[config.mk]
export PLATFORM = sky130hd
export DESIGN_NAME = axi_ram_responder
export DESIGN_NICKNAME = d
export VERILOG_FILES = /design/src/rtl/axi_ram_responder_pkg.sv /design/src/rtl/axi_ram_responder_burst_addr.sv /design/src/rtl/axi_ram_responder.sv
export SDC_FILE = /design/constraint.sdc
export NUM_CORES = 1
export LEC_CHECK = 0
export ABC_CLOCK_PERIOD_IN_PS = 7330
export CAP_MARGIN = 20
export CORE_AREA = 4 4 161 163
export DETAILED_ROUTE_END_ITERATION = 6
export DIE_AREA = 0 0 165 167
export PLACE_DENSITY = 0.75
export SLEW_MARGIN = 20
export SYNTH_ARGS = -nofsm -noshare
export SYNTH_HDL_FRONTEND = slang
export SYNTH_SLANG_ARGS = --single-unit
[constraint.sdc]
create_clock -name clk -period 7.33 [get_ports clk]
set_input_delay 1.466 -clock clk [delete_from_list [all_inputs] [get_ports clk]]
set_output_delay 1.466 -clock clk [all_outputs]
set_load 0.05 [all_outputs]
[src/rtl/axi_ram_responder_pkg.sv]
// Shared burst/response codes, FSM state encoding and request validation for
// the AXI RAM responder and its address-step helper.
package axi_ram_responder_pkg;

  localparam logic [1:0] BURST_FIXED = 2'b00;
  localparam logic [1:0] BURST_INCR  = 2'b01;
  localparam logic [1:0] BURST_WRAP  = 2'b10;
  localparam logic [1:0] BURST_RSVD  = 2'b11;

  localparam logic [1:0] RESP_OKAY   = 2'b00;
  localparam logic [1:0] RESP_SLVERR = 2'b10;

  typedef enum logic [2:0] {
    ST_IDLE  = 3'd0,
    ST_WDATA = 3'd1,
    ST_WRESP = 3'd2,
    ST_RREQ  = 3'd3,
    ST_RDATA = 3'd4
  } state_e;

  // A request is rejected (SLVERR) for beats wider than the 64-bit bus,
  // the reserved burst code, or a WRAP whose length is not 2/4/8/16 beats.
  function automatic logic req_error(input logic [7:0] len, input logic [2:0] size,
                                     input logic [1:0] burst);
    logic bad_wrap_len;
    bad_wrap_len = !((len == 8'd1) || (len == 8'd3) || (len == 8'd7) || (len == 8'd15));
    return (size > 3'd3) || (burst == BURST_RSVD) || ((burst == BURST_WRAP) && bad_wrap_len);
  endfunction

endpackage

[src/rtl/axi_ram_responder_burst_addr.sv]
// Combinational next-beat byte address for FIXED / INCR / WRAP bursts.
// Kept standalone so other AXI memory wrappers can reuse it.
module axi_ram_responder_burst_addr
  import axi_ram_responder_pkg::*;
(
  input  logic [31:0] addr,
  input  logic [7:0]  len,
  input  logic [2:0]  size,
  input  logic [1:0]  burst,
  output logic [31:0] next_addr
);

  logic [31:0] incr;
  logic [31:0] sum;
  logic [31:0] wrap_mask;

  // INCR steps by the beat size; WRAP keeps the high bits of the aligned window.
  always_comb begin
    incr      = 32'd1 << size;
    sum       = addr + incr;
    wrap_mask = (({24'd0, len} + 32'd1) << size) - 32'd1;
    case (burst)
      BURST_INCR: next_addr = sum;
      BURST_WRAP: next_addr = (addr & ~wrap_mask) | (sum & wrap_mask);
      default:    next_addr = addr;
    endcase
  end

endmodule

[src/rtl/axi_ram_responder.sv]
// AXI4 responder in front of a synchronous single-port 64-bit SRAM.
// One transaction at a time; read beats take two cycles (request, then data).
//
// state    | meaning
// IDLE     | waiting for AW/AR, grant alternates when both are valid
// WDATA    | accepting W beats, each written to the SRAM the same cycle
// WRESP    | presenting B until accepted
// RREQ     | issuing the SRAM read for the current beat
// RDATA    | presenting R (captured SRAM data) until accepted
module axi_ram_responder
  import axi_ram_responder_pkg::*;
#(
  parameter int ID_WIDTH   = 6,
  parameter int ADDR_WIDTH = 16
) (
  input  logic                  clk,
  input  logic                  rst_n,
  input  logic [ID_WIDTH-1:0]   i_awid,
  input  logic [31:0]           i_awaddr,
  input  logic [7:0]            i_awlen,
  input  logic [2:0]            i_awsize,
  input  logic [1:0]            i_awburst,
  input  logic                  i_awvalid,
  output logic                  o_awready,
  input  logic [63:0]           i_wdata,
  input  logic [7:0]            i_wstrb,
  input  logic                  i_wlast,
  input  logic                  i_wvalid,
  output logic                  o_wready,
  output logic [ID_WIDTH-1:0]   o_bid,
  output logic [1:0]            o_bresp,
  output logic                  o_bvalid,
  input  logic                  i_bready,
  input  logic [ID_WIDTH-1:0]   i_arid,
  input  logic [31:0]           i_araddr,
  input  logic [7:0]            i_arlen,
  input  logic [2:0]            i_arsize,
  input  logic [1:0]            i_arburst,
  input  logic                  i_arvalid,
  output logic                  o_arready,
  output logic [ID_WIDTH-1:0]   o_rid,
  output logic [63:0]           o_rdata,
  output logic [1:0]            o_rresp,
  output logic                  o_rlast,
  output logic                  o_rvalid,
  input  logic                  i_rready,
  output logic                  o_mem_en,
  output logic [7:0]            o_mem_we,
  output logic [ADDR_WIDTH-4:0] o_mem_addr,
  output logic [63:0]           o_mem_wdata,
  input  logic [63:0]           i_mem_rdata,
  output logic                  o_init_done
);

  state_e              state, state_nx;
  logic [ID_WIDTH-1:0] id_q;
  logic [31:0]         addr_q, addr_nx;
  logic [7:0]          len_q, cnt_q;
  logic [2:0]          size_q;
  logic [1:0]          burst_q;
  logic                err_q;
  logic                last_rd_q;   // last granted direction was a read
  logic                rfirst_q;    // first cycle of RDATA: SRAM output is live
  logic [63:0]         rdata_q;
  logic                init_q;
  logic                grant_w, grant_r, aw_hs, ar_hs, beat_last;

  assign grant_w   = i_awvalid && (!i_arvalid || last_rd_q);
  assign grant_r   = i_arvalid && !grant_w;
  assign aw_hs     = (state == ST_IDLE) && grant_w;
  assign ar_hs     = (state == ST_IDLE) && grant_r;
  assign beat_last = (cnt_q == len_q);

  axi_ram_responder_burst_addr u_burst_addr (
    .addr      (addr_q),
    .len       (len_q),
    .size      (size_q),
    .burst     (burst_q),
    .next_addr (addr_nx)
  );

  // State register.
  always_ff @(posedge clk or negedge rst_n) begin
    if (!rst_n) state <= ST_IDLE;
    else        state <= state_nx;
  end

  // Next-state decode.
  always_comb begin
    state_nx = state;
    case (state)
      ST_IDLE: begin
        if (aw_hs)      state_nx = ST_WDATA;
        else if (ar_hs) state_nx = ST_RREQ;
      end
      ST_WDATA: if (i_wvalid && beat_last) state_nx = ST_WRESP;
      ST_WRESP: if (i_bready) state_nx = ST_IDLE;
      ST_RREQ:  state_nx = ST_RDATA;
      ST_RDATA: if (i_rready) state_nx = beat_last ? ST_IDLE : ST_RREQ;
      default:  state_nx = ST_IDLE;
    endcase
  end

  // Channel handshakes and SRAM strobes per state.
  always_comb begin
    o_awready = 1'b0;
    o_arready = 1'b0;
    o_wready  = 1'b0;
    o_bvalid  = 1'b0;
    o_bresp   = RESP_OKAY;
    o_rvalid  = 1'b0;
    o_rresp   = RESP_OKAY;
    o_rlast   = 1'b0;
    o_mem_en  = 1'b0;
    o_mem_we  = 8'h00;
    case (state)
      ST_IDLE: begin
        o_awready = grant_w;
        o_arready = grant_r;
      end
      ST_WDATA: begin
        o_wready = 1'b1;
        o_mem_en = i_wvalid;
        o_mem_we = (i_wvalid && !err_q) ? i_wstrb : 8'h00;
      end
      ST_WRESP: begin
        o_bvalid = 1'b1;
        o_bresp  = err_q ? RESP_SLVERR : RESP_OKAY;
      end
      ST_RREQ: o_mem_en = 1'b1;
      ST_RDATA: begin
        o_rvalid = 1'b1;
        o_rresp  = err_q ? RESP_SLVERR : RESP_OKAY;
        o_rlast  = beat_last;
      end
      default: ;
    endcase
  end

  assign o_mem_addr  = addr_q[ADDR_WIDTH-1:3];
  assign o_mem_wdata = i_wdata;
  assign o_bid       = id_q;
  assign o_rid       = id_q;
  // SRAM data is only valid in the cycle after the read, so it is forwarded
  // directly then and served from the capture register while R stalls.
  assign o_rdata     = rfirst_q ? (err_q ? 64'd0 : i_mem_rdata) : rdata_q;
  assign o_init_done = init_q;

  // Request capture, beat counting and address stepping.
  always_ff @(posedge clk or negedge rst_n) begin
    if (!rst_n) begin
      id_q      <= '0;
      addr_q    <= '0;
      len_q     <= '0;
      size_q    <= '0;
      burst_q   <= '0;
      cnt_q     <= '0;
      err_q     <= 1'b0;
      last_rd_q <= 1'b1;
    end else if (aw_hs) begin
      id_q      <= i_awid;
      addr_q    <= i_awaddr;
      len_q     <= i_awlen;
      size_q    <= i_awsize;
      burst_q   <= i_awburst;
      cnt_q     <= '0;
      err_q     <= req_error(i_awlen, i_awsize, i_awburst);
      last_rd_q <= 1'b0;
    end else if (ar_hs) begin
      id_q      <= i_arid;
      addr_q    <= i_araddr;
      len_q     <= i_arlen;
      size_q    <= i_arsize;
      burst_q   <= i_arburst;
      cnt_q     <= '0;
      err_q     <= req_error(i_arlen, i_arsize, i_arburst);
      last_rd_q <= 1'b1;
    end else if (state == ST_WDATA && i_wvalid) begin
      cnt_q  <= cnt_q + 8'd1;
      addr_q <= addr_nx;
      if (i_wlast != beat_last) err_q <= 1'b1;
    end else if (state == ST_RDATA && i_rready) begin
      cnt_q  <= cnt_q + 8'd1;
      addr_q <= addr_nx;
    end
  end

  // Read data capture and init-done flag.
  always_ff @(posedge clk or negedge rst_n) begin
    if (!rst_n) begin
      rfirst_q <= 1'b0;
      rdata_q  <= '0;
      init_q   <= 1'b0;
    end else begin
      rfirst_q <= (state == ST_RREQ);
      if (rfirst_q) rdata_q <= err_q ? 64'd0 : i_mem_rdata;
      init_q   <= 1'b1;
    end
  end

endmodule
## Word level (Yosys, flattened, before mapping)

Index checks and enable logic that the tools add are counted.

- Output and inout bits: 173
- Register bits: 130

- Eq/ne operators: 24
- Add/sub/neg operators: 4
- $lt $le $gt $ge: 2
- Muxes and demuxes: 44
- Shift-type cells: 2
- Bitwise operators: 4
- Reductions and logical operators: 33

Operators by type and width:

| kind | count |
|---|---|
| $mux W32 | 4 |
| $mux W64 | 2 |
| $and A32 B32 Y32 | 2 |
| $mux W8 | 8 |
| $pmux W32 S2 | 1 |
| $add A32 B32 Y32 | 1 |
| $not A32 Y32 | 1 |
| $or A32 B32 Y32 | 1 |
| $shl A1 B3 Y32 const A | 1 |
| $shl A32 B3 Y32 | 1 |
| $sub A32 B1 Y32 const B | 1 |
| $mux W3 | 7 |
| $eq A8 B1 Y1 const B | 2 |
| $eq A8 B2 Y1 const B | 2 |
| $eq A8 B3 Y1 const B | 2 |
| $eq A8 B4 Y1 const B | 2 |
| $pmux W3 S5 | 1 |
| $mux W1 | 12 |
| $mux W2 | 6 |
| $mux W6 | 2 |
| $logic_or A1 B1 Y1 | 11 |
| $eq A2 B2 Y1 const B | 5 |
| $logic_and A1 B1 Y1 | 10 |
| $add A8 B1 Y9 const B | 1 |
| other kinds (18) | 27 |

## Depth between registers and ports, before layout

- Depth after elaboration: 11
- Gate-level depth with buffers: 16
- Depth with buffers taken out: 14

## Cells and area by module

A second synthesis with hierarchy kept.

- Cell total of the unflattened synthesis: 1228
- Area total of the unflattened synthesis: 9791.9 um^2

By module, submodules not included:

| module | seq. area each (um^2) | area each (um^2) | times used | cells an instance |
|---|---|---|---|---|
| axi_ram_responder | 3254.4 | 6822.8 | 1 | 752 |
| axi_ram_responder_burst_addr | 0.0 | 2969.1 | 1 | 476 |

## Worst setup path after synthesis

OpenSTA, ideal clock, no wires.

- Path kind: reg2out
- Start: register state[0]
- End: output port o_rlast
- Buffers on the path: 1
- Arrival time: 3180 ps
- Data required time: 5864 ps
- Cell stages (with the launch flop): 5
- Path slack: 2684 ps
- Cells stage by stage: dfrtp_1 -> clkbuf_1 -> nor3b_1 -> inv_1 -> nor3_1

- Word-level cells in the longest chain between the ends: 2

RTL lines:

| item | RTL line | source |
|---|---|---|
| start, declared | axi_ram_responder.sv:55 | `state_e state, state_nx;` |
| start signal, assigned | axi_ram_responder.sv:85 | `else state <= state_nx;` |
| $eq A3 B3 Y1 | axi_ram_responder.sv:116 | `case (state)` |
| $mux W1 | axi_ram_responder.sv:116 |  |
| end, declared | axi_ram_responder.sv:44 | `output logic o_rlast,` |

No other way between the ends.

## Worst setup path after layout

- Start: register rfirst_q
- End: output port o_rdata[0]

- Word-level cells in the longest chain between the ends: 1

RTL lines:

| item | RTL line | source |
|---|---|---|
| start, declared | axi_ram_responder.sv:63 | `logic rfirst_q;` |
| start signal, assigned | axi_ram_responder.sv:195 | `rfirst_q <= (state == ST_RREQ);` |
| $mux W64 | axi_ram_responder.sv:146 | `assign o_rdata = rfirst_q ? (err_q ? 64'd0 : i_mem_rdata) : rdata_q;` |
| end, declared | axi_ram_responder.sv:42 | `output logic [63:0] o_rdata,` |

No other way between the ends.

==> flow_results.xml <==
<?xml version="1.0" encoding="UTF-8"?>
<metrics>
  <group name="status">
    <metric name="run_status" unit="">finished clean</metric>
  </group>
  <group name="sta">
    <metric name="period_share" unit="%">71.85</metric>
    <metric name="worst_slew_margin_rel" unit="%">33.52</metric>
    <metric name="finalHoldViolCount" unit="">0</metric>
    <metric name="unrepaired_setup_endpoints_after_global_routing" unit="">no</metric>
    <metric name="whs" unit="ps">507.8</metric>
    <metric name="min_period" unit="ps">5267</metric>
    <metric name="setup_tns" unit="ps">0</metric>
    <metric name="fmaxAchievable" unit="MHz">189.9</metric>
    <metric name="worst_pin_slew" unit="ps">997.3</metric>
    <metric name="timing_max_transition_violations_final" unit="">0</metric>
    <metric name="timing.clock.skew" unit="ps">12.78</metric>
    <metric name="setup_viol" unit="">0</metric>
  </group>
  <group name="clock_tree">
    <metric name="htree_levels" unit="">4</metric>
    <metric name="holdBufCountCts" unit="">0</metric>
    <metric name="clkTransAtPathRegs" unit="ps">60</metric>
    <metric name="cts_repair_resizes" unit="">0</metric>
    <metric name="number_of_clock_sinks" unit="">114</metric>
    <metric name="tritoncts.num_buffers" unit="">17</metric>
    <metric name="post_cts_buffers" unit="">0</metric>
    <metric name="clock_tree.root_cell" unit="">clkbuf_16</metric>
    <metric name="clock_latency" unit="ps">420</metric>
    <metric name="cts_tree" unit="">done</metric>
    <metric name="ctsLongestPathBuffers" unit="">2</metric>
  </group>
  <group name="synthesis">
    <metric name="seq_area_frac_synth" unit="%">36.95</metric>
    <metric name="ys_dominant_reg_cell" unit="">dfrtp_1</metric>
    <metric name="yosysWarningCount" unit="">0</metric>
    <metric name="synth_top_area_share" unit="%">36.61</metric>
    <metric name="gate_count_of_the_mapped_netlist" unit="">975</metric>
    <metric name="synth.largest_area_cell" unit="">dfrtp_1</metric>
    <metric name="postSynthAreaPerCell" unit="um2">7.922</metric>
    <metric name="synthDistinctLibCells" unit="">76</metric>
    <metric name="synth_async_sr_flop_share" unit="%">100.0</metric>
    <metric name="yosys-top-cells-area" unit="">dfrtp_1, buf_4, nand2_1</metric>
    <metric name="number_of_synthesized_flops_with_an_enable_pin" unit="">0</metric>
    <metric name="post_synth_most_frequent_cells" unit="">nand2_1, dfrtp_1, buf_4, o21ai_0, inv_1</metric>
    <metric name="most_repeated_cell_in_the_gate_level_netlist_after_synthesis" unit="">nand2_1</metric>
    <metric name="postSynthRegisterBits" unit="">114</metric>
    <metric name="netlist_area" unit="mm2">0.007724</metric>
  </group>
  <group name="floorplan">
    <metric name="ios" unit="">419</metric>
    <metric name="die-area" unit="mm2">0.02756</metric>
    <metric name="chipHeight" unit="um">167</metric>
    <metric name="floorplan.initialDensity" unit="%">31.76</metric>
    <metric name="rows" unit="">57</metric>
    <metric name="fp.coreArea" unit="mm2">0.02432</metric>
    <metric name="dieWidth" unit="um">165</metric>
  </group>
  <group name="detailed_routing">
    <metric name="drt_drc_violations_left" unit="">0</metric>
    <metric name="routedWlPerCell" unit="um">16.17</metric>
    <metric name="route.final.wire_length" unit="mm">23.61</metric>
    <metric name="via_per_inst" unit="">4.987</metric>
    <metric name="detail_route.first_pass.iterations" unit="">5</metric>
    <metric name="vias" unit="">7281</metric>
    <metric name="ant_nets" unit="">0</metric>
    <metric name="drt_iter0_markers" unit="">553</metric>
  </group>
  <group name="flow_run">
    <metric name="maxcap_violations" unit="">0</metric>
  </group>
  <group name="setup_path">
    <metric name="cp_data_arrival_time" unit="ps">3800</metric>
    <metric name="timing.critical_path.max_delay_family" unit="">buffers and inverters</metric>
    <metric name="worstPathBufferInverterCount" unit="">2</metric>
    <metric name="required" unit="ps">5860</metric>
    <metric name="crit_cells" unit="">5</metric>
    <metric name="crit_path_start_kind" unit="">flip-flop</metric>
    <metric name="cp_cell_sequence" unit="">nor2b_4 -&gt; buf_4 -&gt; nand2_1 -&gt; o21ai_0 -&gt; clkdlybuf4s50_1</metric>
    <metric name="worst_path_largest_cell_delay" unit="ps">1000</metric>
    <metric name="worst-path-max-fanout" unit="">66</metric>
    <metric name="cell_depth_of_the_worst_flop_to_flop_path" unit="">13</metric>
    <metric name="crit_type" unit="">flip-flop to primary output</metric>
    <metric name="crit_slowest_cell" unit="">dfrtp_2</metric>
    <metric name="worstSetupEndpointType" unit="">primary output</metric>
  </group>
  <group name="power">
    <metric name="cellPowerDensity" unit="mW/mm2">494.2</metric>
    <metric name="totalPowerFinal" unit="mW">5.185</metric>
    <metric name="total_leakage_power" unit="nW">4.289</metric>
    <metric name="worst_ir_drop_vdd" unit="V">0.0002253</metric>
  </group>
  <group name="global_routing">
    <metric name="via_count_of_the_first_global_routing_pass" unit="">7002</metric>
    <metric name="grt_antenna_before_repair" unit="">6</metric>
    <metric name="grt_max_degree" unit="">67</metric>
    <metric name="overflow" unit="">0</metric>
    <metric name="grt_first_pass_wirelength" unit="mm">36.88</metric>
    <metric name="grt.total_usage" unit="%">16.74</metric>
  </group>
  <group name="placement">
    <metric name="gp_congestion" unit="">0.8897</metric>
    <metric name="placed_cell_area" unit="mm2">0.009902</metric>
    <metric name="half_perimeter_wire_length_after_detailed_placement" unit="mm">17.40</metric>
    <metric name="port_buffers" unit="">256</metric>
  </group>
  <group name="final_layout">
    <metric name="post-route-util" unit="%">43.14</metric>
    <metric name="synthToLayoutAreaGrowth" unit="%">35.85</metric>
    <metric name="finalNetCount" unit="">1381</metric>
    <metric name="non_filler_cell_area_final" unit="mm2">0.01049</metric>
    <metric name="drive_above_1_share" unit="%">6.167</metric>
    <metric name="fillerInstances" unit="">2385</metric>
  </group>
  <group name="worst_hold_path">
    <metric name="holdPathStages" unit="">2</metric>
    <metric name="timing.hold.worst.class" unit="">flip-flop to flip-flop</metric>
  </group>
</metrics>
## layout by cell type, fill, tap and decap left out, types with 8 or more instances in the layout
master and count:
nor2_1 74, clkbuf_16 17, inv_1 84, o21ai_0 87, nand4_1 11, xor2_1 17
and3_1 8, ha_1 12, o22ai_1 8, dfrtp_1 112, nand2_1 160, inv_6 8
and2_1 14, xnor2_1 19, clkdlybuf4s50_1 255, nor3_1 14, nand2b_1 9, a21oi_1 38
a31oi_1 26, nand3_1 19, buf_4 10
## layer usage
metal  part of all wire (%)  up-vias  GRT usage, %
met2                     47      299         27.29
li1                       -     3517             -
met3                    8.9       36         5.635
met1                     41     3419         20.96
met4                    2.0       10         4.991
met5                   0.37        -             0
## cell families after synthesis
family                     Yosys count  share of synthesized area, %
and+or+nand+nor                    343                         20.43
DFF                                114                         36.95
AOI/OAI and AO/OA                  233                         19.39
muxes                               11                         1.490
buffers and inverters              223                         15.36
adders and majority gates           13                         2.203
other                                2                       0.09723
xor gates and xnor gates            36                         4.082
## worst reg2reg max path: stages, from the launching register on
cell      delay, ps
dfrtp_1         970
nand2b_1        400
nor2_1          130
fa_1            470
a211o_1         300
a21oi_1         200
o21ai_0         140
a21o_1          240
and2_1          210
nand2_1          90
xor2_1          150
a311o_1         140
a21oi_1          60
mux2_2          260
## cell type report
| cell class | instances | area, um2 | share of cell area (%) |
|---|---|---|---|
| sequential | 114 | 2855 | 27.21 |
| clock inverter | 15 | 162.7 | 1.550 |
| clock buffer | 17 | 425.4 | 4.054 |
| antenna | 1 | 2.502 | 0.02385 |
| inverter | 85 | 319.1 | 3.041 |
| tap | 324 | 405.4 | 3.864 |
| timing repair buffer | 265 | 2628 | 25.04 |
| multi-input combinational | 639 | 3695 | 35.21 |
## final timing paths
path                       slack, ps      start         end
min                              510  flip-flop   flip-flop
max reg2reg                     3460  size_q[1]   flip-flop
min in group asynchronous       1140      rst_n   size_q[0]
min reg2reg                      510  flip-flop   flip-flop
max in group asynchronous       5000      rst_n    cnt_q[2]
max                             2060   rfirst_q  o_rdata[0]
## report_power, final
part	leakage (nW)	switching [mW]	internal, mW
Combinational	2.53	2.02	1.15
Sequential	1.48	0.309	0.869
Clock	0.283	0.353	0.482
## stage by stage
step                worst slack [ps]  cells
floorplan                       2684    976
global placement                2371   1427
detailed placement              2395   1427
CTS                             2014   1459
global route                    1784   1459
finish                          2063   1460
Power figures use the tool's default switching activity.
